File: src/rtl/mul8u_shared_sched_if.sv
// Requester/response bundle for mul8u_shared_sched; master = lanes + consumer, slave = scheduler.
// Error-check ports exist only when MUL8U_SCHED_ERRCHK_EN is defined.
interface mul8u_shared_sched_if #(
  parameter int NREQ = 4,
  parameter int IDW  = 2,
  parameter int CNTW = 16
);
  logic [NREQ-1:0]   req_valid;
  logic [NREQ-1:0]   req_ready;
  logic [NREQ*8-1:0] req_a;
  logic [NREQ*8-1:0] req_b;
  logic              rsp_valid;
  logic              rsp_ready;
  logic [IDW-1:0]    rsp_id;
  logic [15:0]       rsp_o;
  logic [CNTW-1:0]   op_count;
  logic              busy;
`ifdef MUL8U_SCHED_ERRCHK_EN
  logic [15:0]       rsp_exact;
  logic [15:0]       rsp_err;
  logic [15:0]       err_max;
`endif

  modport master (
    output req_valid, req_a, req_b, rsp_ready,
`ifdef MUL8U_SCHED_ERRCHK_EN
    input  rsp_exact, rsp_err, err_max,
`endif
    input  req_ready, rsp_valid, rsp_id, rsp_o, op_count, busy
  );

  modport slave (
    input  req_valid, req_a, req_b, rsp_ready,
`ifdef MUL8U_SCHED_ERRCHK_EN
    output rsp_exact, rsp_err, err_max,
`endif
    output req_ready, rsp_valid, rsp_id, rsp_o, op_count, busy
  );
endinterface

File: src/rtl/mul8u_shared_sched.sv
// Round-robin scheduler sharing one mul8u_19BL core; accept->rsp_valid in 2 edges, 1 op/cycle.
// rsp stall freezes S1/S2 (empty S1 still takes one op); MUL8U_SCHED_ERRCHK_EN adds exact/error outputs.
module mul8u_shared_sched #(
  parameter int NREQ = 4,
  parameter int IDW  = 2,
  parameter int CNTW = 16
) (
  input logic                 clk,
  input logic                 rst,
  mul8u_shared_sched_if.slave bus
);

  typedef struct packed {
    logic [7:0]     a;
    logic [7:0]     b;
    logic [IDW-1:0] id;
  } s1_t;

  typedef struct packed {
    logic [15:0]    o;
    logic [IDW-1:0] id;
`ifdef MUL8U_SCHED_ERRCHK_EN
    logic [15:0]    exact;
    logic [15:0]    err;
`endif
  } s2_t;

  // Only the top three AND terms survive; bit 7 repeats the A6&B6 term.
  function automatic logic [15:0] core_mul(input logic [7:0] a, input logic [7:0] b);
    logic [7:0] p;
    p = a & b;
    core_mul = ({p, 8'h00} & 16'hE000) | {8'h00, p[6], 7'b000_0000};
  endfunction

  s1_t             s1_q, s1_d;
  s2_t             s2_q, s2_d;
  logic            v1_q, v1_d;
  logic            v2_q, v2_d;
  logic [IDW-1:0]  rr_q, rr_d;
  logic [CNTW-1:0] cnt_q, cnt_d;
`ifdef MUL8U_SCHED_ERRCHK_EN
  logic [15:0]     err_max_q, err_max_d;
  logic [15:0]     approx_w, exact_w;
`endif

  logic            stall, s1_en, s2_en, xfer;
  logic            any_vld, found_hi;
  logic [NREQ-1:0] hi_mask, masked, gnt_oh;
  logic [IDW-1:0]  pick_hi, pick_lo, gnt_idx, rr_nxt;
  logic [7:0]      a_sel, b_sel;

  // Requests at or above the pointer take priority; otherwise wrap to the lowest index.
  always_comb begin
    stall    = v2_q & ~bus.rsp_ready;
    s2_en    = ~stall;
    s1_en    = ~stall | ~v1_q;
    hi_mask  = '0;
    for (int i = 0; i < NREQ; i++) begin
      hi_mask[i] = (IDW'(i) >= rr_q);
    end
    masked   = bus.req_valid & hi_mask;
    found_hi = |masked;
    any_vld  = |bus.req_valid;
    pick_hi  = '0;
    pick_lo  = '0;
    for (int i = NREQ - 1; i >= 0; i--) begin
      if (masked[i]) pick_hi = IDW'(i);
      if (bus.req_valid[i]) pick_lo = IDW'(i);
    end
    gnt_idx  = found_hi ? pick_hi : pick_lo;
    xfer     = any_vld & s1_en & ~rst;
    gnt_oh   = '0;
    a_sel    = '0;
    b_sel    = '0;
    for (int i = 0; i < NREQ; i++) begin
      gnt_oh[i] = xfer & (gnt_idx == IDW'(i));
      if (gnt_idx == IDW'(i)) begin
        a_sel = bus.req_a[i*8 +: 8];
        b_sel = bus.req_b[i*8 +: 8];
      end
    end
    rr_nxt   = (gnt_idx == IDW'(NREQ - 1)) ? '0 : gnt_idx + IDW'(1);
  end

  always_comb begin
    s1_d  = s1_q;
    v1_d  = v1_q;
    s2_d  = s2_q;
    v2_d  = v2_q;
    rr_d  = rr_q;
    cnt_d = cnt_q;
`ifdef MUL8U_SCHED_ERRCHK_EN
    approx_w  = core_mul(s1_q.a, s1_q.b);
    exact_w   = {8'h00, s1_q.a} * {8'h00, s1_q.b};
    err_max_d = err_max_q;
    if (bus.rsp_valid && bus.rsp_ready && (s2_q.err > err_max_q)) begin
      err_max_d = s2_q.err;
    end
`endif
    if (s1_en) begin
      v1_d = xfer;
      if (xfer) begin
        s1_d.a  = a_sel;
        s1_d.b  = b_sel;
        s1_d.id = gnt_idx;
      end
    end
    if (s2_en) begin
      v2_d    = v1_q;
      s2_d.o  = core_mul(s1_q.a, s1_q.b);
      s2_d.id = s1_q.id;
`ifdef MUL8U_SCHED_ERRCHK_EN
      s2_d.exact = exact_w;
      s2_d.err   = (exact_w >= approx_w) ? (exact_w - approx_w) : (approx_w - exact_w);
`endif
    end
    if (xfer) begin
      rr_d  = rr_nxt;
      cnt_d = cnt_q + CNTW'(1);
    end
  end

  always_ff @(posedge clk) begin
    if (rst) begin
      s1_q      <= '0;
      v1_q      <= 1'b0;
      s2_q      <= '0;
      v2_q      <= 1'b0;
      rr_q      <= '0;
      cnt_q     <= '0;
`ifdef MUL8U_SCHED_ERRCHK_EN
      err_max_q <= '0;
`endif
    end else begin
      s1_q      <= s1_d;
      v1_q      <= v1_d;
      s2_q      <= s2_d;
      v2_q      <= v2_d;
      rr_q      <= rr_d;
      cnt_q     <= cnt_d;
`ifdef MUL8U_SCHED_ERRCHK_EN
      err_max_q <= err_max_d;
`endif
    end
  end

  assign bus.req_ready = gnt_oh;
  assign bus.rsp_valid = v2_q;
  assign bus.rsp_id    = s2_q.id;
  assign bus.rsp_o     = s2_q.o;
  assign bus.op_count  = cnt_q;
  assign bus.busy      = v1_q | v2_q;
`ifdef MUL8U_SCHED_ERRCHK_EN
  assign bus.rsp_exact = s2_q.exact;
  assign bus.rsp_err   = s2_q.err;
  assign bus.err_max   = err_max_q;
`endif

endmodule

File: src/flat_wrapper.sv
// flat-port wrapper written by rule: the top's interface ports become plain ports
module mul8u_shared_sched_flat 
#(
  parameter int NREQ = 4,
  parameter int IDW  = 2,
  parameter int CNTW = 16
)
  (clk, rst, bus_req_valid, bus_req_a, bus_req_b, bus_rsp_ready, bus_req_ready, bus_rsp_valid, bus_rsp_id, bus_rsp_o, bus_op_count, bus_busy);
  mul8u_shared_sched_if #(.NREQ(NREQ), .IDW(IDW), .CNTW(CNTW)) bus_i ();
  input logic clk;
  input logic rst;
  input wire logic [$bits(bus_i.req_valid)-1:0] bus_req_valid;
  input wire logic [$bits(bus_i.req_a)-1:0] bus_req_a;
  input wire logic [$bits(bus_i.req_b)-1:0] bus_req_b;
  input wire logic [$bits(bus_i.rsp_ready)-1:0] bus_rsp_ready;
  output wire logic [$bits(bus_i.req_ready)-1:0] bus_req_ready;
  output wire logic [$bits(bus_i.rsp_valid)-1:0] bus_rsp_valid;
  output wire logic [$bits(bus_i.rsp_id)-1:0] bus_rsp_id;
  output wire logic [$bits(bus_i.rsp_o)-1:0] bus_rsp_o;
  output wire logic [$bits(bus_i.op_count)-1:0] bus_op_count;
  output wire logic [$bits(bus_i.busy)-1:0] bus_busy;
  assign bus_i.req_valid = bus_req_valid;
  assign bus_i.req_a = bus_req_a;
  assign bus_i.req_b = bus_req_b;
  assign bus_i.rsp_ready = bus_rsp_ready;
  assign bus_req_ready = bus_i.req_ready;
  assign bus_rsp_valid = bus_i.rsp_valid;
  assign bus_rsp_id = bus_i.rsp_id;
  assign bus_rsp_o = bus_i.rsp_o;
  assign bus_op_count = bus_i.op_count;
  assign bus_busy = bus_i.busy;
  mul8u_shared_sched #(.NREQ(NREQ), .IDW(IDW), .CNTW(CNTW)) u_core (.clk(clk), .rst(rst), .bus(bus_i));
endmodule
File: config.mk
export PLATFORM = sky130hd
export DESIGN_NAME = mul8u_shared_sched_flat
export DESIGN_NICKNAME = d
export VERILOG_FILES = /design/src/rtl/mul8u_shared_sched_if.sv /design/src/rtl/mul8u_shared_sched.sv /design/src/flat_wrapper.sv
export SDC_FILE = /design/constraint.sdc
export NUM_CORES = 1
export LEC_CHECK = 0
export CORE_AREA = 2 2 71 73
export CTS_CLUSTER_DIAMETER = 200
export DETAILED_ROUTE_END_ITERATION = 8
export DIE_AREA = 0 0 73 75
export GPL_TIMING_DRIVEN = 0
export PLACE_DENSITY = 0.92
export SYNTH_ARGS = -nofsm -noshare
export SYNTH_HDL_FRONTEND = slang
export SYNTH_SLANG_ARGS = --single-unit
export TNS_END_PERCENT = 1
File: constraint.sdc
create_clock -name clk -period 3.5 [get_ports clk]
set_clock_uncertainty 0.1 [all_clocks]
set_input_delay 0.525 -clock clk [delete_from_list [all_inputs] [get_ports clk]]
set_output_delay 0.525 -clock clk [all_outputs]
set_load 0.005 [all_outputs]
==> impl_results.md <==
* Synth top area cells: dfxtp_1 (37%), a21oi_1 (6.9%), buf_4 (5.4%), o21ai_0 (4.7%), ha_1 (3.5%)
* Router iterations before antenna repair at 4
* Reg power frac at 43.4%
* Clock network fraction of design power at a little over a quarter
* CTS sink cnt at 33
* Top cells by instance count after synthesis: dfxtp_1 (33), a21oi_1 (25), o21ai_0 (17)
* Status: completed
* Share of Yosys cell area claimed by the top area cell type at 36.57%
* Mapped Area at 1807 um2
* Clk root buf: clkbuf_8
* Vias per cell at 5.045
* Worst setup margin at 0.07024 ns
* Switching Share at 30.37%
* Final hold vios at 0
* Setup TNS at 0 ns
* Die height at 75 um
* Fillers at 440
* Flip-flop and latch count after synthesis at 33
* Clock transition at path regs at 0.07 ns
* ANT nets after route at 0
* Syn Area/Cell at 8.102 um2
* IO Port Bufs at 58
* Most Used Layer, Global Route: met2
* Starting density of the core at between 30% and 40%
* DRC at 0
* Post-place setup slack at -0.2974 ns
* Most used flip-flop cell after synthesis: dfxtp_1
* Die Wd at 73 um
* GPL Wtd Cong at 0.8386
* Max-Cap Viols at 0
* Clock H-tree levels at 2
* Max FO, Critical Path at 9
* Most frequent cell after synthesis: dfxtp_1
* Required @ worst endpoint at 2.87 ns
* HP Class: flop to flop
* Peak VDD IR at 0.2204 mV
* GR Util met1 at approximately a fifth
* Crit path from: bus_req_valid[1]
* Worst Path Arrival at between 2 and 3 ns
* TritonCTS Buffers at 5
* Gr usage total at between 10% and 20%
* Async set-reset flop share out of synthesis at 0%
* Vias in the first global route at 1563
* Num rows at 25
* GRT Residual Overflow at 0
* Hold wc startpoint: u_core.s1_q[0]$_SDFFE_PP0P_
* Sequential area share after synthesis at 36.57%
* Ys Warns at 0
* Largest net degree at the start of global routing at 14
* Wire length per cell at 12.08 um
* Int Pwr at 737.6 uW
* NumNets Final at 373
* DRT Wirelength at 4253 um
* CTS tree: done
* Top Ports at around 110
* Cells after synthesis at 223
* Fin. max-slew vios at 0
* RSZ-0062 raised after global routing: yes
* Sw power at 321.7 uW
* Kind of critical path: primary input to primary output
* Netlist cell types at 37
* Die area at 5475 um2
* Dpl hpwl at 3302 um
* # diodes at 0
* Met3 usage at 2.677%
* Final setup fails at 0
* Reg2Reg Launch Point: u_core.rr_q[0]$_SDFFE_PP0P_
* Post-synth EDFFs at 0
* Area leader, netlist: dfxtp_1
* Share of layout cells above drive strength 1 at 9.396%
* Worst Setup Start Kind: primary input
* First-pass GRT wire length at 6762 um
* Register Area at 660.6 um2
* CP endpoint kind: primary output
* Antenna violations before repair at 0
* Area grow syn2layout at 43.49%
* Vias at approximately 1800
* Clock buffer depth at 2
* Core footprint at 4661 um2
* Gate power share at between 30% and 40%
* Max Freq at 291.6 MHz
* Met2 Usage GRT at 26.03%
* Tmin final at 3.430 ns
* Static Leak at 1.006 nW
* P per Cell Area at 408.6 nW/um2
* Clk_lat worst skew at 0.28 ns
* Multi-input gate area at between 1000 and 1500 um2
* Final period utilization at 97.99%
* Iter 0 DRT Violations at 100
## metrics by stage
step | util (%) | cells | cell area, um2 | power, mW | hold slack (ns)
floorplan | - | 234 | 1848 | 0.6591 | 0.3318
global placement | 53.56 | 346 | 2496 | 0.7741 | 0.3416
detailed placement | 53.56 | 346 | 2496 | 0.7835 | 0.3452
CTS | 55.41 | 353 | 2582 | 1.058 | 0.3515
global route | 55.62 | 352 | 2592 | 1.121 | 0.3720
finish | 55.62 | 352 | 2592 | 1.059 | 0.3521
## cells by family after synthesis
| group | synth area share [%] |
|---|---|
| AND/OR/NAND/NOR | 24.79 |
| buffers and inverters | 11.01 |
| XOR/XNOR | 1.455 |
| other | 0.2076 |
| flip-flops | 36.56 |
| AO/OA/AOI/OAI | 21.40 |
| multiplexers | 1.108 |
| adder cells (fa/ha/maj) | 3.463 |
## placed cells by master (no fill, tap or decap), types with 2 or more instances in the layout
| cell type | synthesis | layout |
|---|---|---|
| a21o_1 | 2 | 2 |
| a21oi_1 | 25 | 25 |
| a221o_1 | 5 | 5 |
| a22oi_1 | 6 | 6 |
| and2_1 | 4 | 4 |
| buf_2 | 3 | 3 |
| buf_4 | 13 | 14 |
| clkbuf_1 | 9 | 7 |
| clkbuf_8 | 0 | 5 |
| clkdlybuf4s50_1 | 0 | 58 |
| clkinv_2 | 0 | 2 |
| conb_1 | 1 | 12 |
| dfxtp_1 | 33 | 33 |
| ha_1 | 5 | 4 |
| inv_1 | 11 | 11 |
| mux2i_1 | 2 | 2 |
| nand2_1 | 16 | 16 |
| nand2b_1 | 8 | 8 |
| nand3_1 | 8 | 8 |
| nand3b_1 | 7 | 7 |
| nand4_1 | 3 | 3 |
| nor2_1 | 6 | 6 |
| nor2b_1 | 3 | 3 |
| nor3_1 | 2 | 2 |
| o21ai_0 | 17 | 17 |
| o22ai_1 | 2 | 2 |
| o31ai_1 | 6 | 6 |
| or3_1 | 6 | 6 |
| or4_1 | 6 | 6 |
| xnor2_1 | 3 | 3 |
## what timing repair did
item                       CTS  global route
gates resized for setup      2             5
hold buffers                 0             0
pin swaps                    0             0
setup buffers                0             0
setup endpoints to repair    4             4
cloned                       0             0
## state kept, by name (all words and copies together) (netlist names)
signal,cells
u_core.bus.op_count,16
u_core.bus.rsp_id,2
u_core.bus.rsp_o,3
u_core.bus.rsp_valid,1
u_core.rr_q,2
u_core.s1_q,8
u_core.v1_q,1
## power by group through the flow
stage | clock network (mW) | logic [mW] | registers (mW)
floorplan | 0 | 0.201 | 0.459
global placement | 0 | 0.310 | 0.464
detailed placement | 0 | 0.316 | 0.467
CTS | 0.280 | 0.318 | 0.460
global route | 0.293 | 0.362 | 0.466
finish | 0.275 | 0.324 | 0.460
## path summary, 6_finish.rpt
check | end | cells past startpoint | slack (ns)
hold / removal | u_core.bus.rsp_id[0]$_SDFFE_PP0N_ | 2 | 0.35
hold reg to reg | u_core.bus.rsp_id[0]$_SDFFE_PP0N_ | 2 | 0.35
setup / recovery | bus_req_ready[1] | 8 | 0.07
setup reg to reg | u_core.s1_q[17]$_SDFFE_PP0P_ | 9 | 1.18
## layer usage
metal  vias up  share of wire (%)  routed length [um]
li1        917                  -                   -
met1       801                 46                1961
met2        50                 48                2021
met3         8                4.7                 199
met4         0                1.6                  70
met5         -                  0                   0
## worst max-delay path, stage by stage
cell and delay, ns:
clkdlybuf4s50_1 0.59, nand2b_1 0.15, a21oi_1 0.06, a211o_1 0.36, inv_1 0.11, ha_1 0.33
and2_1 0.18, clkdlybuf4s50_1 0.49
## layout make-up
class / count / share of cell area (%)
sequential: 33 / 25.48
buffer: 24 / 5.936
inverter: 11 / 1.593
multi-input combinational: 164 / 38.80
clock buffer: 6 / 2.799
clock inverter: 2 / 0.3861
timing repair buffer: 58 / 22.39
tap: 54 / 2.606
No activity file was read; power rests on OpenSTA's default activity.
